[src/rtl/dvsd_pe_pkg.sv]
// Shared definitions for the registered priority encoder family.
// Latency: n/a (types and constants only).
// Backpressure: n/a.
package dvsd_pe_pkg;

    // Selection policy for the grant picker.
    typedef enum logic {
        PE_MODE_FIXED = 1'b0,   // highest pending index always wins
        PE_MODE_RR    = 1'b1    // rotate downward from the last granted index
    } pe_mode_t;

endpackage

[src/rtl/dvsd_pe_pick.sv]
// Combinational picker: first set bit of vec searching downward from start, wrapping modulo WIDTH.
// Latency: zero (pure combinational).
// Backpressure: none; the caller decides whether the result is consumed.
module dvsd_pe_pick #(
    parameter  int WIDTH = 8,
    localparam int OUT_W = $clog2(WIDTH)
) (
    input  logic [WIDTH-1:0] vec,
    input  logic [OUT_W-1:0] start,
    output logic             found,
    output logic [OUT_W-1:0] idx
);

    // Walk the ring from the far end back towards start so the position
    // closest to start (first in search order) is the last one written.
    always_comb begin
        int pos;
        pos   = 0;
        found = 1'b0;
        idx   = '0;
        for (int k = WIDTH - 1; k >= 0; k--) begin
            pos = (int'(start) - k + WIDTH) % WIDTH;
            if (vec[pos]) begin
                found = 1'b1;
                idx   = OUT_W'(pos);
            end
        end
    end

endmodule

[src/rtl/dvsd_pe_rr.sv]
// Registered priority encoder: sticky pending bits, one encoded grant per valid/ready handshake.
// Latency: request sampled at edge N sets pending; grant appears on out/out_valid at edge N+1.
// Backpressure: out/out_valid/ptr hold while out_valid & ~out_ready; request capture continues.
module dvsd_pe_rr
    import dvsd_pe_pkg::*;
#(
    parameter int       WIDTH = 8,
    parameter pe_mode_t MODE  = PE_MODE_FIXED,
    parameter int       OUT_W = $clog2(WIDTH)
) (
    input  logic             clk,
    input  logic             rst,
    input  logic             en,
    input  logic [WIDTH-1:0] in,
    output logic [OUT_W-1:0] out,
    output logic             out_valid,
    input  logic             out_ready,
    output logic             gs,
    output logic             eno,
    output logic [WIDTH-1:0] pending
);

    logic [WIDTH-1:0] pending_q, pending_d;
    logic [OUT_W-1:0] out_q, out_d;
    logic [OUT_W-1:0] ptr_q, ptr_d;
    logic             out_valid_q, out_valid_d;
    logic             gs_q, gs_d;

    logic [OUT_W-1:0] start_idx;
    logic             pick_found;
    logic [OUT_W-1:0] pick_idx;
    logic             slot_free;
    logic             load;
    logic [WIDTH-1:0] clr;

    // Search origin: fixed mode always starts at the top; round-robin starts
    // just below the last grant so that index is visited last.
    always_comb begin
        start_idx = OUT_W'(WIDTH - 1);
        if (MODE == PE_MODE_RR) begin
            start_idx = (ptr_q == '0) ? OUT_W'(WIDTH - 1) : (ptr_q - OUT_W'(1));
        end
    end

    dvsd_pe_pick #(
        .WIDTH (WIDTH)
    ) u_pick (
        .vec   (pending_q),
        .start (start_idx),
        .found (pick_found),
        .idx   (pick_idx)
    );

    // Next-state: load a grant when the slot frees up, clear its pending bit,
    // then OR in new captures so a re-request on the same edge re-pends.
    always_comb begin
        slot_free = ~out_valid_q | out_ready;
        load      = slot_free & pick_found;

        clr = '0;
        if (load) begin
            clr[pick_idx] = 1'b1;
        end

        pending_d = (pending_q & ~clr) | (en ? in : '0);
        gs_d      = |pending_d;

        out_d       = out_q;
        out_valid_d = out_valid_q;
        ptr_d       = ptr_q;
        if (slot_free) begin
            out_valid_d = pick_found;
            if (pick_found) begin
                out_d = pick_idx;
                ptr_d = pick_idx;
            end
        end
    end

    // State registers; reset discards every pending request and in-flight grant.
    always_ff @(posedge clk or posedge rst) begin
        if (rst) begin
            pending_q   <= '0;
            out_q       <= '0;
            out_valid_q <= 1'b0;
            ptr_q       <= '0;
            gs_q        <= 1'b0;
        end else begin
            pending_q   <= pending_d;
            out_q       <= out_d;
            out_valid_q <= out_valid_d;
            ptr_q       <= ptr_d;
            gs_q        <= gs_d;
        end
    end

    assign out       = out_q;
    assign out_valid = out_valid_q;
    assign pending   = pending_q;
    assign gs        = gs_q;
    // Cascade enable: only en is live here, the rest are flop outputs.
    assign eno       = en & ~gs_q & ~out_valid_q;

endmodule

[config.mk]
export PLATFORM = sky130hd
export DESIGN_NAME = dvsd_pe_rr
export DESIGN_NICKNAME = d
export VERILOG_FILES = /design/src/rtl/dvsd_pe_pkg.sv /design/src/rtl/dvsd_pe_pick.sv /design/src/rtl/dvsd_pe_rr.sv
export SDC_FILE = /design/constraint.sdc
export NUM_CORES = 1
export LEC_CHECK = 0
export BUFFER_PORTS_ARGS = -buffer_cell sky130_fd_sc_hd__buf_2
export CAP_MARGIN = 40
export CORE_UTILIZATION = 49
export DETAILED_ROUTE_END_ITERATION = 6
export PLACE_DENSITY = 0.81
export SYNTH_ARGS = -nofsm -noshare
export SYNTH_HDL_FRONTEND = slang
export SYNTH_SLANG_ARGS = --single-unit
[constraint.sdc]
create_clock -name clk -period 4.4 [get_ports clk]
set_clock_uncertainty 0.15 [all_clocks]
set_input_delay 0.88 -clock clk [delete_from_list [all_inputs] [get_ports clk]]
set_output_delay 0.88 -clock clk [all_outputs]
set_load 0.01 [all_outputs]
# Word-level counts from Yosys, hierarchy flattened

Cells that the tools add are included.

Register bits: 13
Bits of input ports: 12
Output and inout port bits: 14
Logic and storage cells: 37

Order comparisons: 2
Multiplexer cells: 19
Bitwise operators: 9
Reductions and logical operators: 3

Operator list:

| operator                                                    | count |
|---|---|
| two-way mux 8 bit                                           | 2 |
| two-way mux 3 bit                                           | 4 |
| two-way mux 1 bit                                           | 10 |
| bitwise AND 8 bit                                           | 1 |
| inverter 8 bit                                              | 1 |
| OR 8 bit                                                    | 1 |
| OR reduction 8 bit                                          | 1 |
| less-than comparator 3 x 4 -> 1 bit (second input constant) | 1 |
| two-way mux 2 bit                                           | 2 |
| bitwise AND 1 bit                                           | 3 |
| demux 1 bit (select 3 bit)                                  | 1 |
| >= comparator 3 x 1 -> 1 bit (second input constant)        | 1 |
| inverter 1 bit                                              | 2 |
| AND reduction 2 bit                                         | 1 |
| logical AND 1 bit                                           | 1 |
| OR 1 bit                                                    | 1 |

# Longest topological paths before layout

Gate-level depths: netlist of run 1.

Word-level depth: 16
Depth in mapped cells: 6
Mapped depth without buffers: 5

# Modules after synthesis

Synthesis of run 1 repeated with hierarchy kept, for this count alone.

Cells, all modules: 140
Area total of the unflattened synthesis: 1360.1 sq um

By module, submodules not included:

| module       | times used | cells each | area an instance (sq um) | seq. area each (sq um) |
|---|---|---|---|---|
| dvsd_pe_pick | 1          | 85         | 759.5                    | 0.0 |
| dvsd_pe_rr   | 1          | 55         | 600.6                    | 325.3 |

# Least setup slack after synthesis of run 1

No wires, ideal clock.

Kind: input -> output
From: input port en
To: output port eno
Arrival time: 1.478 ns
Required time: 3.370 ns
Setup slack: 1.892 ns
Stages on the path: 2
Path buffers: 1
Cells stage by stage: clkbuf_1 nor3b_1

Word-level cells in the longest chain between the ends: 2

RTL lines:

| element                        | RTL line          | source |
|---|---|---|
| start: declaration             | dvsd_pe_rr.sv:13  | `input logic en,` |
| bitwise AND 1 bit (2 in a row) | dvsd_pe_rr.sv:102 | `assign eno = en & ~gs_q & ~out_valid_q;` |
| end: declaration               | dvsd_pe_rr.sv:19  | `output logic eno,` |

No other way between the ends.

# Worst setup path after layout of run 1

Ends and elaborated chain as after synthesis.

==> results of run 1 <==
-- cell type report --
class	instances	area share (%)
Clock buffer	4	3.27
Inverter	4	1.87
Sequential cell	13	40.4
Tap cell	14	2.18
Timing Repair Buffer	25	15.6
Multi-Input combinational cell	47	36.7
-- final timing paths --
kind | endpoint | slack, ps | cells past startpoint
setup reg to reg | gs$_DFF_PP0_ | 2300 | 5
setup / recovery | eno | 1940 | 3
hold reg to reg | out[2]$_DFFE_PP0P_ | 350 | 2
hold / removal | out[2]$_DFFE_PP0P_ | 350 | 2
max in group asynchronous | pending[4]$_DFF_PP0_ | 3310 | 2
min in group asynchronous | gs$_DFF_PP0_ | 460 | 2
-- metrics by stage --
| stage | hold slack, ps | setup slack [ps] | power [W] | cell area, sq um | utilization [%] |
|---|---|---|---|---|---|
| 2_1_floorplan | 398 | 1890 | 0.000166 | 643 | - |
| 3_3_place_gp | 336 | 1980 | 0.000185 | 778 | 67.3 |
| 3_5_place_dp | 343 | 1960 | 0.000186 | 778 | 67.3 |
| 4_1_cts | 360 | 1950 | 0.000257 | 805 | 69.6 |
| 5_1_grt | 383 | 1890 | 0.000268 | 805 | 69.6 |
| 6_report | 352 | 1940 | 0.000256 | 805 | 69.6 |
-- layout by cell type (no fill, tap or decap), types with 2 or more instances in the layout --
cell type,Yosys,layout
o21ai_0,6,6
nor4_1,2,2
buf_2,0,25
a22o_1,3,3
nand2_1,15,15
inv_1,4,4
clkbuf_4,0,3
dfrtp_1,13,13
a21oi_1,4,4
nor2b_1,2,2
nor2_1,3,3
-- metal layers --
metal,part of all wire (%),routed length (um),GRT usage [%],up-vias
li1,-,-,-,293
met1,48,650,26.7,266
met2,46,627,35.6,25
met3,5.8,79,3.49,2
met4,0.73,10,13.4,0
met5,0,0,0,-
-- logic make-up after synthesis --
group,after synthesis
DFF,13
AOI/OAI and AO/OA,20
buffers and inverters,6
and+or+nand+nor,27
-- power groups by stage --
| stage | Combinational (W) | Sequential, W | Clock (W) |
|---|---|---|---|
| after floorplan | 0.0000204 | 0.000146 | 0 |
| after global placement | 0.0000414 | 0.000143 | 0 |
| after detailed placement | 0.0000424 | 0.000144 | 0 |
| after CTS | 0.0000426 | 0.000141 | 0.0000735 |
| after global routing | 0.0000472 | 0.000143 | 0.0000783 |
| final | 0.0000421 | 0.000141 | 0.0000722 |
-- tightest hold or removal path: stages, from the launching register on --
cell     delay [ps]
dfrtp_1         340
o21ai_0          70
o21ai_0          60
-- sequential cells by signal, summed over array words and instances (netlist names) --
signal and cells:
out 3, gs 1, pending 8, out_valid 1
==> results.sh, run 1 <==
export IMPL_grt_usage_pct=21.8
export IMPL_syn_to_final_growth_pct=25.1
export IMPL_start_util_pct=55.6
export IMPL_powerDensity_mw_per_mm2=318
export IMPL_rsz0062_at_grt="false"
export IMPL_post_cts_buffers=0
export IMPL_synth_top_family_by_area="compound AO/OA/AOI/OAI gates"
export IMPL_p_leak_nw=0.341
export IMPL_root_buffer="clkbuf_4"
export IMPL_slew_violations=0
export IMPL_synth_edf_count=0
export IMPL_synthTopCellsByArea="dfrtp_1, nand2_1, o21ai_0"
export IMPL_place_hpwl_mm=1.01
export IMPL_via_count=586
export IMPL_cp_arrival_ps=1430
export IMPL_max_freq_mhz=406
export IMPL_synth_simple_area_share_pct=22.4
export IMPL_gp_congestion=0.797
export IMPL_diodes=0
export IMPL_drt_iter0_drc=17
export IMPL_gr_total_overflow=0
export IMPL_switchingPower_w=0.0000742
export IMPL_slowest_delay_ps=210
export IMPL_fp_dieH_um=38.2
export IMPL_core_area_sq_mm=0.00116
export IMPL_grt_max_degree=14
export IMPL_yosys_area_top_type_share_pct=50.6
export IMPL_final_cells=107
export IMPL_cts_resized_gates=0
export IMPL_drt_drc_violations_left=0
export IMPL_maxSlewHeadroom_pct=63.9
export IMPL_nets=106
export IMPL_startpoint_type="primary input"
export IMPL_max_vdd_ir_drop_uv=224
export IMPL_vias_per_cell=5.48
export IMPL_synth_distinct_cells=22
export IMPL_crit_chain="buf_2 -> nor3b_1 -> buf_2"
export IMPL_maxCapViolations=0
export IMPL_die_w_um=38.2
export IMPL_synth_area_sq_um=643
export IMPL_std_cell_rows=12
export IMPL_worst_pin_slew_ps=537
export IMPL_synth_compound_area_share_pct=23.5
export IMPL_cts_tree="built"
export IMPL_synthFlopType="dfrtp_1"
export IMPL_layout_drive_gt1_share_pct=32.3
export IMPL_antenna_found_initial=0
export IMPL_p_sw_share_pct=29.0
export IMPL_cts_max_path_buffers=2
export IMPL_cp_required_ps=3370
export IMPL_io_pins=26
export IMPL_cpLargestDelayFamily="buffers and inverters"
export IMPL_min_from="out[2]$_DFFE_PP0P_"
export IMPL_crit_slowest_cell="nor3b_1"
export IMPL_grt_pass1_wl_mm=2.13
export IMPL_cp_startpoint="en"
export IMPL_synth_warnings=0
export IMPL_synth_seq_cells=13
export IMPL_period_needed_ps=2460
export IMPL_worstSetupPathType="in -> out"
export IMPL_synth_top_cells_by_count="nand2_1, dfrtp_1, o21ai_0"
export IMPL_power_frac_comb_pct=16.5
export IMPL_wl_per_cell_um=12.8
export IMPL_antenna_left=0
export IMPL_fillCellCount=96
export IMPL_min_path_type="reg -> reg"
export IMPL_register_area_sq_um=325
export IMPL_cts_buffers=3
export IMPL_drt_wl_total_mm=1.37
export IMPL_crit_buf_inv=2
export IMPL_synth_top_area_cell="dfrtp_1"
export IMPL_fin_setup_tns_ps=0
export IMPL_syn_avg_cell_area_sq_um=9.74
export IMPL_drt_pass1_iter_count=4
export IMPL_crit_path_end_kind="output pin"
export IMPL_crit_fanout=11
export IMPL_holdBufCountCts=0
export IMPL_fp_dieArea_sq_mm=0.00146
export IMPL_synthMuxAreaShare_pct=0
export IMPL_h_tree_depth=1
export IMPL_clk_latency_ps=270
export IMPL_syn_instance_count=66
export IMPL_synth_xor_area_share_pct=0
export IMPL_finalCritPeriodShare_pct=56.0
export IMPL_power_internal_w=0.000181
export IMPL_r2r_start="pending[4]$_DFF_PP0_"
export IMPL_p_clk_share_pct=28.2
export IMPL_p_seq_share_pct=55.3
export IMPL_clkTransAtPathRegs_ps=70
export IMPL_async_flop_share_pct=100
export IMPL_yosys_cell_count_top_type="nand2_1"
export IMPL_run_status="finished clean"
export IMPL_synth_fa_ha_area_share_pct=0
export IMPL_multiInputGateArea_sq_um=295
export IMPL_port_buffer_count=25
export IMPL_setup_viol=0
export IMPL_place_inst=103
export IMPL_cp_common_cell="buf_2"
export IMPL_finalHoldViolCount=0
export IMPL_grt_pass1_vias=524
export IMPL_ys_seq_area_share_pct=50.6
export IMPL_cts_sinks=13
export IMPL_synth_fp_nets=78
No activity file was read; power rests on OpenSTA's default activity.
==> run 2, diff against run 1 <==
--- a/config.mk
+++ b/config.mk
@@ -7,9 +7,9 @@
 export LEC_CHECK = 0
 export BUFFER_PORTS_ARGS = -buffer_cell sky130_fd_sc_hd__buf_2
 export CAP_MARGIN = 40
-export CORE_UTILIZATION = 49
+export CORE_UTILIZATION = 41
 export DETAILED_ROUTE_END_ITERATION = 6
-export PLACE_DENSITY = 0.81
+export PLACE_DENSITY = 0.72
 export SYNTH_ARGS = -nofsm -noshare
 export SYNTH_HDL_FRONTEND = slang
 export SYNTH_SLANG_ARGS = --single-unit
==> constraint.sdc (replaced) <==
create_clock -name clk -period 2.1 [get_ports clk]
set_clock_uncertainty 0.15 [all_clocks]
set_input_delay 0.42 -clock clk [delete_from_list [all_inputs] [get_ports clk]]
set_output_delay 0.42 -clock clk [all_outputs]
set_load 0.01 [all_outputs]
==> results.sh, run 2 (synthesis gave the netlist of run 1 again) <==
export IMPL_run_status="finished with violations"
export IMPL_violations="negative hold slack"
export IMPL_maxSlewHeadroom_pct=65.8
export IMPL_crit_buf_inv=0
export IMPL_largest_register_ffs=8
export IMPL_slew_violations=0
export IMPL_startpoint_type="flop"
export IMPL_setup_viol=0
export IMPL_clk_latency_ps=280
export IMPL_diodes=0
export IMPL_fp_dieH_um=41.6
export IMPL_crit_fanout=4
export IMPL_io_pins=26
export IMPL_fp_dieArea_sq_mm=0.00173
export IMPL_wl_per_cell_um=14.0
export IMPL_layout_drive_gt1_share_pct=34.7
export IMPL_grt_max_degree=14
export IMPL_crit_slowest_cell="dfrtp_1"
export IMPL_cts_buffers=3
export IMPL_h_tree_depth=1
export IMPL_p_sw_share_pct=30.0
export IMPL_p_leak_nw=0.349
export IMPL_fin_setup_tns_ps=0
export IMPL_start_util_pct=46.5
export IMPL_cp_arrival_ps=2000
export IMPL_cts_max_path_buffers=2
export IMPL_core_area_sq_mm=0.00138
export IMPL_nets=108
export IMPL_cpLargestDelayFamily="simple AND/OR/NAND/NOR gates"
export IMPL_max_freq_mhz=502
export IMPL_min_path_type="in -> async"
export IMPL_rsz0062_at_grt="false"
export IMPL_via_count=608
export IMPL_gp_congestion=0.870
export IMPL_power_internal_w=0.000388
export IMPL_utilization_pct=59.5
export IMPL_grt_usage_pct=20.1
export IMPL_place_hpwl_mm=1.14
export IMPL_grt_pass1_wl_mm=2.64
export IMPL_crit_path_end_kind="flop"
export IMPL_p_clk_share_pct=28.8
export IMPL_powerDensity_mw_per_mm2=675
export IMPL_vias_per_cell=5.53
export IMPL_worst_pin_slew_ps=512
export IMPL_final_common_cell="buf_2"
export IMPL_clkTransAtPathRegs_ps=80
export IMPL_power_frac_comb_pct=19.1
export IMPL_drt_drc_violations_left=0
export IMPL_fin_area_sq_um=822
export IMPL_period_needed_ps=1990
export IMPL_root_buffer="clkbuf_4"
export IMPL_place_inst=106
export IMPL_cts_sinks=13
export IMPL_drt_iter0_drc=24
export IMPL_grt_pass1_vias=583
export IMPL_gr_total_overflow=0
export IMPL_switchingPower_w=0.000166
export IMPL_post_cts_buffers=0
export IMPL_p_seq_share_pct=52.1
export IMPL_die_w_um=41.6
export IMPL_maxCapViolations=0
export IMPL_std_cell_rows=13
export IMPL_crit_chain="nor4_4 -> or3b_1 -> a22o_1 -> a2111oi_4 -> nand3b_1"
export IMPL_placed_area_sq_um=795
export IMPL_worstSetupPathType="reg -> reg"
export IMPL_layout_common_cells="buf_2, nand2_1, dfrtp_1"
export IMPL_finalCritPeriodShare_pct=94.8
export IMPL_syn_to_final_growth_pct=27.8
export IMPL_final_cells=110
export IMPL_cts_tree="built"
export IMPL_port_buffer_count=25
export IMPL_antenna_found_initial=0
export IMPL_max_vdd_ir_drop_uv=381
export IMPL_hold_ws_ps=-7.33
export IMPL_drt_pass1_iter_count=4
export IMPL_slowest_delay_ps=410
export IMPL_drt_wl_total_mm=1.54
export IMPL_cp_required_ps=2110
export IMPL_antenna_left=0
export IMPL_finalHoldViolCount=9
-- run 2: cell types whose count changed in the layout (fill, tap and decap cells not counted), sizes merged --
cell | previous run | this run
buf | 25 | 27
-- run 2: timing repair --
| action | 4_1_cts | 5_1_grt |
|---|---|---|
| hold buffers | 0 | 0 |
| resized for setup | 0 | 1 |
| hold endpoints to repair | 0 | 0 |
| setup endpoints to repair | 0 | 1 |
-- run 2: through the flow --
stage	total power, W	setup WS, ps
6_report	0.000555	110
5_1_grt	0.000587	4.13
4_1_cts	0.000561	85.3
3_5_place_dp	0.000400	100
3_3_place_gp	0.000398	177
2_1_floorplan	0.000349	113
-- run 2: worst paths after layout --
kind	depth (start not counted)	slack, ps	to	startpoint
worst max register to register	5	110	gs$_DFF_PP0_	pending[4]$_DFF_PP0_
min in group clk	3	190	pending[0]$_DFF_PP0_	in[0]
worst min-delay path	2	-7	gs$_DFF_PP0_	rst
worst min register to register	2	360	out[2]$_DFFE_PP0P_	out[2]$_DFFE_PP0P_
worst max-delay path	5	110	gs$_DFF_PP0_	pending[4]$_DFF_PP0_
max in group asynchronous	2	1450	pending[6]$_DFF_PP0_	rst
-- run 2: area by class of cell --
type                            count  area (sq um)
Tap cell                           15          18.8
Inverter                            4          15.0
Fill cell                         133           561
Multi-Input combinational cell     47           295
Clock buffer                        4          26.3
Sequential cell                    13           327
Timing Repair Buffer               27           140
-- run 2: per-layer routing --
layer  up-vias  share of wire, %  track usage (%)
met3         5               4.7             3.91
li1        298                 -                -
met5         -                 0                0
met1       281                45             24.9
met4         0               2.2             9.68
met2        24                48             33.4
-- run 2: power by group through the flow --
| stage | Combinational (W) | Clock, W | Sequential [W] |
|---|---|---|---|
| final | 0.000106 | 0.000160 | 0.000289 |
| after global placement | 0.000107 | 0 | 0.000291 |
| after global routing | 0.000117 | 0.000178 | 0.000292 |
| after detailed placement | 0.000107 | 0 | 0.000293 |
| after CTS | 0.000107 | 0.000165 | 0.000288 |
| after floorplan | 0.0000427 | 0 | 0.000306 |
